--- config.mk ---
export PLATFORM = sky130hd
export DESIGN_NAME = dark_pixel_centroid_flat
export DESIGN_NICKNAME = d
export VERILOG_FILES = /design/src/rtl/dark_pixel_centroid_if.sv /design/src/rtl/dark_pixel_centroid.sv /design/src/flat_wrapper.sv
export SDC_FILE = /design/constraint.sdc
export NUM_CORES = 1
export LEC_CHECK = 0
export CAP_MARGIN = 20
export CORE_MARGIN = 4
export CORE_UTILIZATION = 30
export DETAILED_ROUTE_END_ITERATION = 8
export PLACE_DENSITY_LB_ADDON = 0.1
export SYNTH_ARGS = -nofsm -noshare
export SYNTH_HDL_FRONTEND = slang
export SYNTH_SLANG_ARGS = --single-unit
--- constraint.sdc ---
create_clock -name clk -period 4.5 [get_ports clk]
set_input_delay 0.45 -clock clk [delete_from_list [all_inputs] [get_ports clk]]
set_output_delay 0.45 -clock clk [all_outputs]
set_load 0.02 [all_outputs]
--- src/rtl/dark_pixel_centroid_if.sv ---
`default_nettype none
// ============================================================================
// Module      : dark_pixel_centroid_if
// Description : Pixel stream, frame control and centroid result bundle.
// Revision    : 1.0 - initial release
// ============================================================================
interface dark_pixel_centroid_if;
    logic       frame_capture_start;
    logic       pixel_valid;
    logic [7:0] pixel_data;
    logic [7:0] threshold;
    logic [6:0] resolution;
    logic       busy;
    logic [7:0] pupil_location_horizontal;
    logic [7:0] pupil_location_vertical;
    logic       location_found;
    logic [13:0] dark_count;
    logic       result_valid;

    modport master (
        output frame_capture_start, pixel_valid, pixel_data, threshold, resolution,
        input  busy, pupil_location_horizontal, pupil_location_vertical,
               location_found, dark_count, result_valid
    );

    modport slave (
        input  frame_capture_start, pixel_valid, pixel_data, threshold, resolution,
        output busy, pupil_location_horizontal, pupil_location_vertical,
               location_found, dark_count, result_valid
    );
endinterface
`default_nettype wire

--- src/rtl/dark_pixel_centroid.sv ---
`default_nettype none
// ============================================================================
// Module      : dark_pixel_centroid
// Description : Accumulates dark-pixel coordinates over a frame and divides by
//               the dark count to report the pupil centroid.
// Revision    : 1.0 - initial release
// ============================================================================
module dark_pixel_centroid #(
    parameter int MAX_RESOLUTION = 112
) (
    input  wire logic           clk,
    input  wire logic           reset,
    dark_pixel_centroid_if.slave bus
);

    localparam logic [6:0] c_max_res  = 7'(MAX_RESOLUTION);
    localparam logic [4:0] c_div_last = 5'd20;

    typedef enum logic [2:0] {
        IDLE  = 3'd0,
        ACCUM = 3'd1,
        DIV_H = 3'd2,
        DIV_V = 3'd3,
        DONE  = 3'd4
    } state_t;

    state_t      r_state;
    state_t      w_next_state;

    logic [6:0]  r_res;
    logic [7:0]  r_threshold;
    logic [6:0]  r_row;
    logic [6:0]  r_col;
    logic [20:0] r_col_sum;
    logic [20:0] r_row_sum;
    logic [13:0] r_count;
    logic [21:0] r_rem;
    logic [4:0]  r_step;

    logic [7:0]  r_h;
    logic [7:0]  r_v;
    logic        r_found;
    logic [13:0] r_dark_count;
    logic        r_result_valid;

    logic [6:0]  w_res_sel;
    logic        w_accept;
    logic        w_dark;
    logic        w_col_last;
    logic        w_last_pixel;
    logic        w_div_done;
    logic [20:0] w_dividend;
    logic [21:0] w_shift;
    logic [22:0] w_trial;
    logic [21:0] w_rem_next;
    logic [20:0] w_quo_next;

    assign w_res_sel    = (bus.resolution < 7'd2 || bus.resolution > c_max_res) ?
                          c_max_res : bus.resolution;
    assign w_accept     = (r_state == ACCUM) && !bus.frame_capture_start && bus.pixel_valid;
    assign w_dark       = bus.pixel_data < r_threshold;
    assign w_col_last   = (r_col == r_res - 7'd1);
    assign w_last_pixel = w_col_last && (r_row == r_res - 7'd1);
    assign w_div_done   = (r_step == c_div_last);

    // One restoring-divide step; the dividend register shifts out its MSB and
    // fills with quotient bits, so it holds the quotient after 21 steps.
    assign w_dividend = (r_state == DIV_H) ? r_col_sum : r_row_sum;
    assign w_shift    = {r_rem[20:0], w_dividend[20]};
    assign w_trial    = {1'b0, w_shift} - {9'd0, r_count};
    assign w_rem_next = w_trial[22] ? w_shift : w_trial[21:0];
    assign w_quo_next = {w_dividend[19:0], ~w_trial[22]};

    always_ff @(posedge clk) begin
        if (reset) begin
            r_state <= IDLE;
        end else begin
            r_state <= w_next_state;
        end
    end

    always_comb begin
        w_next_state = r_state;
        case (r_state)
            IDLE:    if (bus.frame_capture_start) w_next_state = ACCUM;
            ACCUM:   if (w_accept && w_last_pixel) w_next_state = DIV_H;
            DIV_H:   if (w_div_done) w_next_state = DIV_V;
            DIV_V:   if (w_div_done) w_next_state = DONE;
            DONE:    w_next_state = IDLE;
            default: w_next_state = IDLE;
        endcase
    end

    always_ff @(posedge clk) begin
        if (reset) begin
            r_res          <= c_max_res;
            r_threshold    <= 8'd0;
            r_row          <= 7'd0;
            r_col          <= 7'd0;
            r_col_sum      <= 21'd0;
            r_row_sum      <= 21'd0;
            r_count        <= 14'd0;
            r_rem          <= 22'd0;
            r_step         <= 5'd0;
            r_h            <= 8'hFF;
            r_v            <= 8'hFF;
            r_found        <= 1'b0;
            r_dark_count   <= 14'd0;
            r_result_valid <= 1'b0;
        end else begin
            r_result_valid <= 1'b0;
            case (r_state)
                IDLE, ACCUM: begin
                    if (bus.frame_capture_start) begin
                        r_res       <= w_res_sel;
                        r_threshold <= bus.threshold;
                        r_row       <= 7'd0;
                        r_col       <= 7'd0;
                        r_col_sum   <= 21'd0;
                        r_row_sum   <= 21'd0;
                        r_count     <= 14'd0;
                        r_rem       <= 22'd0;
                        r_step      <= 5'd0;
                    end else if (w_accept) begin
                        if (w_dark) begin
                            r_col_sum <= r_col_sum + {14'd0, r_col};
                            r_row_sum <= r_row_sum + {14'd0, r_row};
                            r_count   <= r_count + 14'd1;
                        end
                        if (w_col_last) begin
                            r_col <= 7'd0;
                            r_row <= r_row + 7'd1;
                        end else begin
                            r_col <= r_col + 7'd1;
                        end
                    end
                end
                DIV_H, DIV_V: begin
                    if (r_state == DIV_H) begin
                        r_col_sum <= w_quo_next;
                    end else begin
                        r_row_sum <= w_quo_next;
                    end
                    if (w_div_done) begin
                        r_rem  <= 22'd0;
                        r_step <= 5'd0;
                    end else begin
                        r_rem  <= w_rem_next;
                        r_step <= r_step + 5'd1;
                    end
                    // Results are registered on the final DIV_V step so they are
                    // already stable during the DONE cycle that flags them.
                    if (r_state == DIV_V && w_div_done) begin
                        r_found        <= (r_count != 14'd0);
                        r_h            <= (r_count != 14'd0) ? r_col_sum[7:0]  : 8'hFF;
                        r_v            <= (r_count != 14'd0) ? w_quo_next[7:0] : 8'hFF;
                        r_dark_count   <= r_count;
                        r_result_valid <= 1'b1;
                    end
                end
                default: ;
            endcase
        end
    end

    assign bus.busy                      = (r_state != IDLE);
    assign bus.pupil_location_horizontal = r_h;
    assign bus.pupil_location_vertical   = r_v;
    assign bus.location_found            = r_found;
    assign bus.dark_count                = r_dark_count;
    assign bus.result_valid              = r_result_valid;

endmodule
`default_nettype wire

--- src/flat_wrapper.sv ---
// flat-port wrapper written by rule: the top's interface ports become plain ports
module dark_pixel_centroid_flat 
#(
    parameter int MAX_RESOLUTION = 112
)
  (clk, reset, bus_frame_capture_start, bus_pixel_valid, bus_pixel_data, bus_threshold, bus_resolution, bus_busy, bus_pupil_location_horizontal, bus_pupil_location_vertical, bus_location_found, bus_dark_count, bus_result_valid);
  dark_pixel_centroid_if bus_i ();
  input  wire logic clk;
  input  wire logic reset;
  input wire logic [$bits(bus_i.frame_capture_start)-1:0] bus_frame_capture_start;
  input wire logic [$bits(bus_i.pixel_valid)-1:0] bus_pixel_valid;
  input wire logic [$bits(bus_i.pixel_data)-1:0] bus_pixel_data;
  input wire logic [$bits(bus_i.threshold)-1:0] bus_threshold;
  input wire logic [$bits(bus_i.resolution)-1:0] bus_resolution;
  output wire logic [$bits(bus_i.busy)-1:0] bus_busy;
  output wire logic [$bits(bus_i.pupil_location_horizontal)-1:0] bus_pupil_location_horizontal;
  output wire logic [$bits(bus_i.pupil_location_vertical)-1:0] bus_pupil_location_vertical;
  output wire logic [$bits(bus_i.location_found)-1:0] bus_location_found;
  output wire logic [$bits(bus_i.dark_count)-1:0] bus_dark_count;
  output wire logic [$bits(bus_i.result_valid)-1:0] bus_result_valid;
  assign bus_i.frame_capture_start = bus_frame_capture_start;
  assign bus_i.pixel_valid = bus_pixel_valid;
  assign bus_i.pixel_data = bus_pixel_data;
  assign bus_i.threshold = bus_threshold;
  assign bus_i.resolution = bus_resolution;
  assign bus_busy = bus_i.busy;
  assign bus_pupil_location_horizontal = bus_i.pupil_location_horizontal;
  assign bus_pupil_location_vertical = bus_i.pupil_location_vertical;
  assign bus_location_found = bus_i.location_found;
  assign bus_dark_count = bus_i.dark_count;
  assign bus_result_valid = bus_i.result_valid;
  dark_pixel_centroid #(.MAX_RESOLUTION(MAX_RESOLUTION)) u_core (.clk(clk), .reset(reset), .bus(bus_i));
endmodule
==> Word level (Yosys, flattened, before mapping) <==
Index checks and enable logic that the tools add are counted.
Widths: inputs -> output; s select.
{ "classes": {"n_div": 0, "n_shift": 0, "bitwise": 2, "n_reduce_logical": 26, "magnitude_cmp": 3, "n_mul": 0, "addsub": 8, "eq_ne": 15, "muxes": 36} }
{ "op_table": {"columns": ["operator", "n"], "rows": [
  ["$mux 21", 12],
  ["$pmux 21 s2", 3],
  ["$mux 7", 7],
  ["$add 21x7->21", 2],
  ["$mux 14", 3],
  ["$sub 22x14->23", 1],
  ["$mux 8", 2],
  ["$add 14x1->14 const B", 1],
  ["$add 7x1->7 const B", 2],
  ["$eq 7x7->1", 2],
  ["$reduce_bool 14->1", 1],
  ["$mux 3", 4],
  ["$pmux 3 s4", 1],
  ["$reduce_and 4->1", 3],
  ["$mux 5", 2],
  ["$pmux 5 s2", 1],
  ["$lt 8x8->1", 1],
  ["$ne 2x2->1 const B", 4],
  ["$reduce_and 2->1", 4],
  ["$reduce_bool 2->1", 4],
  ["$gt 7x7->1 const B", 1],
  ["$lt 7x2->1 const B", 1],
  ["$sub 7x1->7 const B", 1],
  ["$eq 3x2->1 const B", 2],
  ["other kinds (14)", 25]
]} }
{ "word_totals": {"mem_count": 0, "input_bits": 27, "register_bits": 146, "out_inout_bits": 33, "wordCells": 105, "latch_bits": 0, "mem_bits_rw": 0, "mem_bits_ro": 0} }

==> Logic depth before layout (Yosys ltp) <==
{ "depth": {"ltp_word": 6, "ltp_mapped": 15, "depth_no_buf": 12} }

==> Least setup slack after synthesis <==
No wires, ideal clock.
{ "synth_path": {"path_kind": "register to register", "startpoint": "register u_core.r_state[2]", "endpoint": "register u_core.r_rem[20]", "stages_incl_launch_ff": 15, "arrival_ps": 3175, "setup_ps": 128, "synth_period_minus_slack_ps": 3304, "n_path_buf": 2, "path_slack_ps": 1196, "required_time_ps": 4372, "cell_sequence": "dfxtp_1 clkbuf_1 nand2b_1 buf_2 nor2_1 mux2i_1 ha_1 fa_1 nor2b_1 o2111ai_1 and4_1 or2_2 o311ai_1 mux2i_1 o21ai_0"} }
{ "synth_between": {"elab_chain_len": 6, "elab_cells_between_ends": 14, "classes_between": "add/sub: 1; eq/ne: 4; mux: 4; reduce/logical: 5"} }
{ "synth_lines": {"columns": ["item", "line", "text"], "rows": [
  ["start, declared", "dark_pixel_centroid.sv:27", "state_t r_state;"],
  ["start signal, assigned", "dark_pixel_centroid.sv:78", "r_state <= w_next_state;"],
  ["$eq 3x2->1", "dark_pixel_centroid.sv:68, dark_pixel_centroid.sv:112", null],
  ["$mux 21", "dark_pixel_centroid.sv:68", "assign w_dividend = (r_state == DIV_H) ? r_col_sum : r_row_sum;"],
  ["$sub 22x14->23", "dark_pixel_centroid.sv:70", "assign w_trial = {1'b0, w_shift} - {9'd0, r_count};"],
  ["$mux 21", "dark_pixel_centroid.sv:71", "assign w_rem_next = w_trial[22] ? w_shift : w_trial[21:0];"],
  ["$mux 21", "dark_pixel_centroid.sv:144", "if (w_div_done) begin"],
  ["$pmux 21 s2", "dark_pixel_centroid.sv:112", "case (r_state)"],
  ["end signal, assigned", "dark_pixel_centroid.sv:148", "r_rem <= w_rem_next;"],
  ["end, declared", "dark_pixel_centroid.sv:37", "logic [21:0] r_rem;"]
]} }
Several ways; a longest one is shown, not always the timed one.
A chain may end at the register's enable or synchronous reset.

==> Worst setup path in the final report <==
{ "layout_path": {"startpoint": "register u_core.r_state[2]", "endpoint": "register u_core.r_rem[3]"} }
The elaborated chain is that of the path after synthesis.

==> load_flow_metrics.sql <==
INSERT INTO impl_metrics (metric_group, metric, value, unit) VALUES
('clocking', 'cts_hold_buffers', '0', ''),
('min_path', 'holdCritPathClass', 'flop to flop', ''),
('setup_path', 'critical_path.endpoint_type', 'flop', ''),
('yosys', 'syn-instance-count', '1068', ''),
('grt', 'grt_overflow', '0', ''),
('finish', 'fill_cells', '2942', ''),
('yosys', 'yosys.cell_types.count', '74', ''),
('setup_path', 'critPathKind', 'flop to flop', ''),
('yosys', 'synthMostInstantiatedCell', 'nand2_1', ''),
('clocking', 'max-clock-path-buffers', '2', ''),
('finish', 'multiInputGateArea', '5215', 'sq um'),
('placement', 'gpl.final_weighted_congestion', '0.7656', ''),
('pwr', 'static_leakage', '3.699', 'nW'),
('floorplan', 'ios', '60', ''),
('setup_path', 'worstSetupStartpointType', 'flop', ''),
('setup_path', 'crit_required', '4.79', 'ns'),
('route', 'detail_route.vias_per_cell', '5.140', ''),
('grt', 'global_route_wire_length_before_repair', '41.07', 'mm'),
('run', 'timing.max_cap.violations', '0', ''),
('sta', 'drv_slew', '0', ''),
('setup_path', 'worst_ep_arrival_time', '3.89', 'ns'),
('grt', 'number_of_antenna_violations_at_the_first_check_in_global_routing', '0', ''),
('yosys', 'number_of_warnings_printed_during_yosys_synthesis', '0', ''),
('clocking', 'worstSkewPairLatency', '0.44', 'ns'),
('pwr', 'irDropWorstVdd', '0.0002254', 'V'),
('sta', 'grt_setup_unrepaired', 'false', ''),
('yosys', 'async_flop_share', '0', '%'),
('placement', 'dp.cells', '1466', ''),
('floorplan', 'initial_utilization', '30.55', '%'),
('grt', 'pin_count_of_the_biggest_net_entering_global_routing', '69', ''),
('finish', 'syn_to_final_growth', '18.32', '%'),
('clocking', 'cts_sinks', '146', ''),
('floorplan', 'core', '27860', 'sq um'),
('clocking', 'ctsHtreeMaxLevel', '4', ''),
('floorplan', 'row_count', '61', ''),
('pwr', 'p_total', '3.113', 'mW'),
('yosys', 'synth_seq_area_share', '34.35', '%'),
('grt', 'number_of_global_route_vias_before_repair', '7462', ''),
('yosys', 'synth_enable_flop_cells', '0', ''),
('route', 'pre_antenna_drt_iters', '5', ''),
('sta', 'timing.slew.headroom', '39.10', '%'),
('finish', 'num-nets-final', '1180', ''),
('yosys', 'synth_area_leader_cell', 'dfxtp_1', ''),
('yosys', 'synth.area.top_cells', 'dfxtp_1 34%, nand2_1 6.6%, a21oi_1 6.6%', ''),
('sta', 'fin_crit', '3.606', 'ns'),
('clocking', 'clk_root_buffer_cell', 'clkbuf_16', ''),
('yosys', 'syn_area', '8509', 'sq um'),
('route', 'vias', '7699', ''),
('route', 'drt_iter0_drc', '557', ''),
('finish', 'num_antenna_cells', '0', ''),
('sta', 'final_tns_setup', '0', 'ns'),
('route', 'drcViolationCount', '0', ''),
('clocking', 'total_clock_buffers_created_by_cts', '17', ''),
('sta', 'finalHoldViolCount', '0', ''),
('sta', 'timing.final.setup_violations', '0', ''),
('yosys', 'synth.top_cells.by_count', '150 x nand2_1, 146 x dfxtp_1, 112 x a21oi_1', ''),
('clocking', 'cts_resized', '0', ''),
('outcome', 'outcome', 'completed', ''),
('placement', 'placed_cell_area', '9467', 'sq um'),
('placement', 'dp_hpwl', '17.57', 'mm'),
('clocking', 'cts_setup_buffers', '0', ''),
('finish', 'final_core_utilization', '36.14', '%'),
('clocking', 'tritoncts', 'done', ''),
('floorplan', 'chipHeight', '176.4', 'microns'),
('yosys', 'synth_ff_type', 'dfxtp_1', ''),
('sta', 'final.period_utilization', '80.12', '%'),
('clocking', 'clk_pin_slew', '0.06', 'ns'),
('grt', 'groute.usage.overall', '16.40', '%'),
('floorplan', 'die-width', '176.4', 'microns'),
('yosys', 'synth_nets', '1140', ''),
('finish', 'drive_above_1_share', '6.964', '%');
[per-layer routing]
layer	track usage [%]	routed length [microns]	share of wire [%]
met5	0	0	0
met4	5.126	418	1.7
met3	2.612	668	2.7
met2	27.07	11920	47
met1	22.11	12130	48
[critical path, cell delays in order (launching register included)]
cell and delay (ns):
dfxtp_1 0.51, nand2b_1 0.15, buf_4 0.26, nor2_1 0.10
mux2i_1 0.18, ha_1 0.23, fa_1 0.41, nor2b_1 0.18
o2111ai_1 0.17, and4_1 0.24, o21ai_2 0.43, mux2_2 0.39
a22oi_1 0.15, nor2_1 0.05
[cell families after synthesis]
kind of cell,synth area share [%]
adder cells (fa/ha/maj),6.881
XOR/XNOR,7.014
flip-flops,34.35
AND/OR/NAND/NOR,20.63
AO/OA/AOI/OAI,22.35
buffers and inverters,4.470
multiplexers,4.308
[cell usage in the layout, fill, tap and decap left out, drive strengths merged, types with 5 or more instances in the layout]
cell type and count:
a211oi 6, a21o 8, a21oi 113, a311oi 5
a31oi 16, and3 9, buf 19, clkbuf 23
clkdlybuf4s50 58, dfxtp 146, ha 42, inv 38
mux2 13, mux2i 22, nand2 150, nand2b 9
nand3 13, nand4 15, nand4b 5, nor2 96
nor2b 6, nor3 18, nor4 17, o21a 10
o21ai 84, o22ai 20, or3 8, xnor2 46
xor2 17
[final cells by class]
| cell class | instances | area share, % |
|---|---|---|
| Clock buffer | 23 | 4.946 |
| Clock inverter | 8 | 0.7580 |
| Inverter | 38 | 1.417 |
| Multi-Input combinational cell | 828 | 51.80 |
| Sequential cell | 146 | 29.03 |
| Tap cell | 378 | 4.697 |
| Timing Repair Buffer | 77 | 7.357 |
[registers in the layout (all words and copies together), names as in the netlist]
| register | cells |
|---|---|
| u_core.bus.dark_count | 14 |
| u_core.bus.location_found | 1 |
| u_core.bus.pupil_location_horizontal | 8 |
| u_core.bus.pupil_location_vertical | 8 |
| u_core.bus.result_valid | 1 |
| u_core.r_col | 7 |
| u_core.r_col_sum | 21 |
| u_core.r_count | 14 |
| u_core.r_rem | 21 |
| u_core.r_res | 7 |
| u_core.r_row | 7 |
| u_core.r_row_sum | 21 |
| u_core.r_state | 3 |
| u_core.r_step | 5 |
| u_core.r_threshold | 8 |
[through the flow]
step / hold WS [ns] / setup WS (ns)
2_1_floorplan: 0.4254 / 1.196
3_3_place_gp: 0.4433 / 0.9774
3_5_place_dp: 0.4481 / 0.9446
4_1_cts: 0.4568 / 0.8993
5_1_grt: 0.4755 / 0.6500
6_report: 0.4521 / 0.8944
[power by group]
group | internal (mW) | switching, mW | total (mW)
sequential | 1.32 | 0.0342 | 1.35
combinational | 0.144 | 0.211 | 0.355
clock | 0.830 | 0.578 | 1.41
total | 2.29 | 0.823 | 3.11
[worst paths after layout]
check	slack (ns)	to	cells after the start	start
min reg2reg	0.45	u_core.bus.dark_count[10]	2	u_core.bus.dark_count[10]
min	0.45	u_core.bus.dark_count[10]	2	u_core.bus.dark_count[10]
max reg2reg	0.89	u_core.r_rem[3]	13	u_core.r_state[2]
max	0.89	u_core.r_rem[3]	13	u_core.r_state[2]
(Power assumes the default switching activity.)
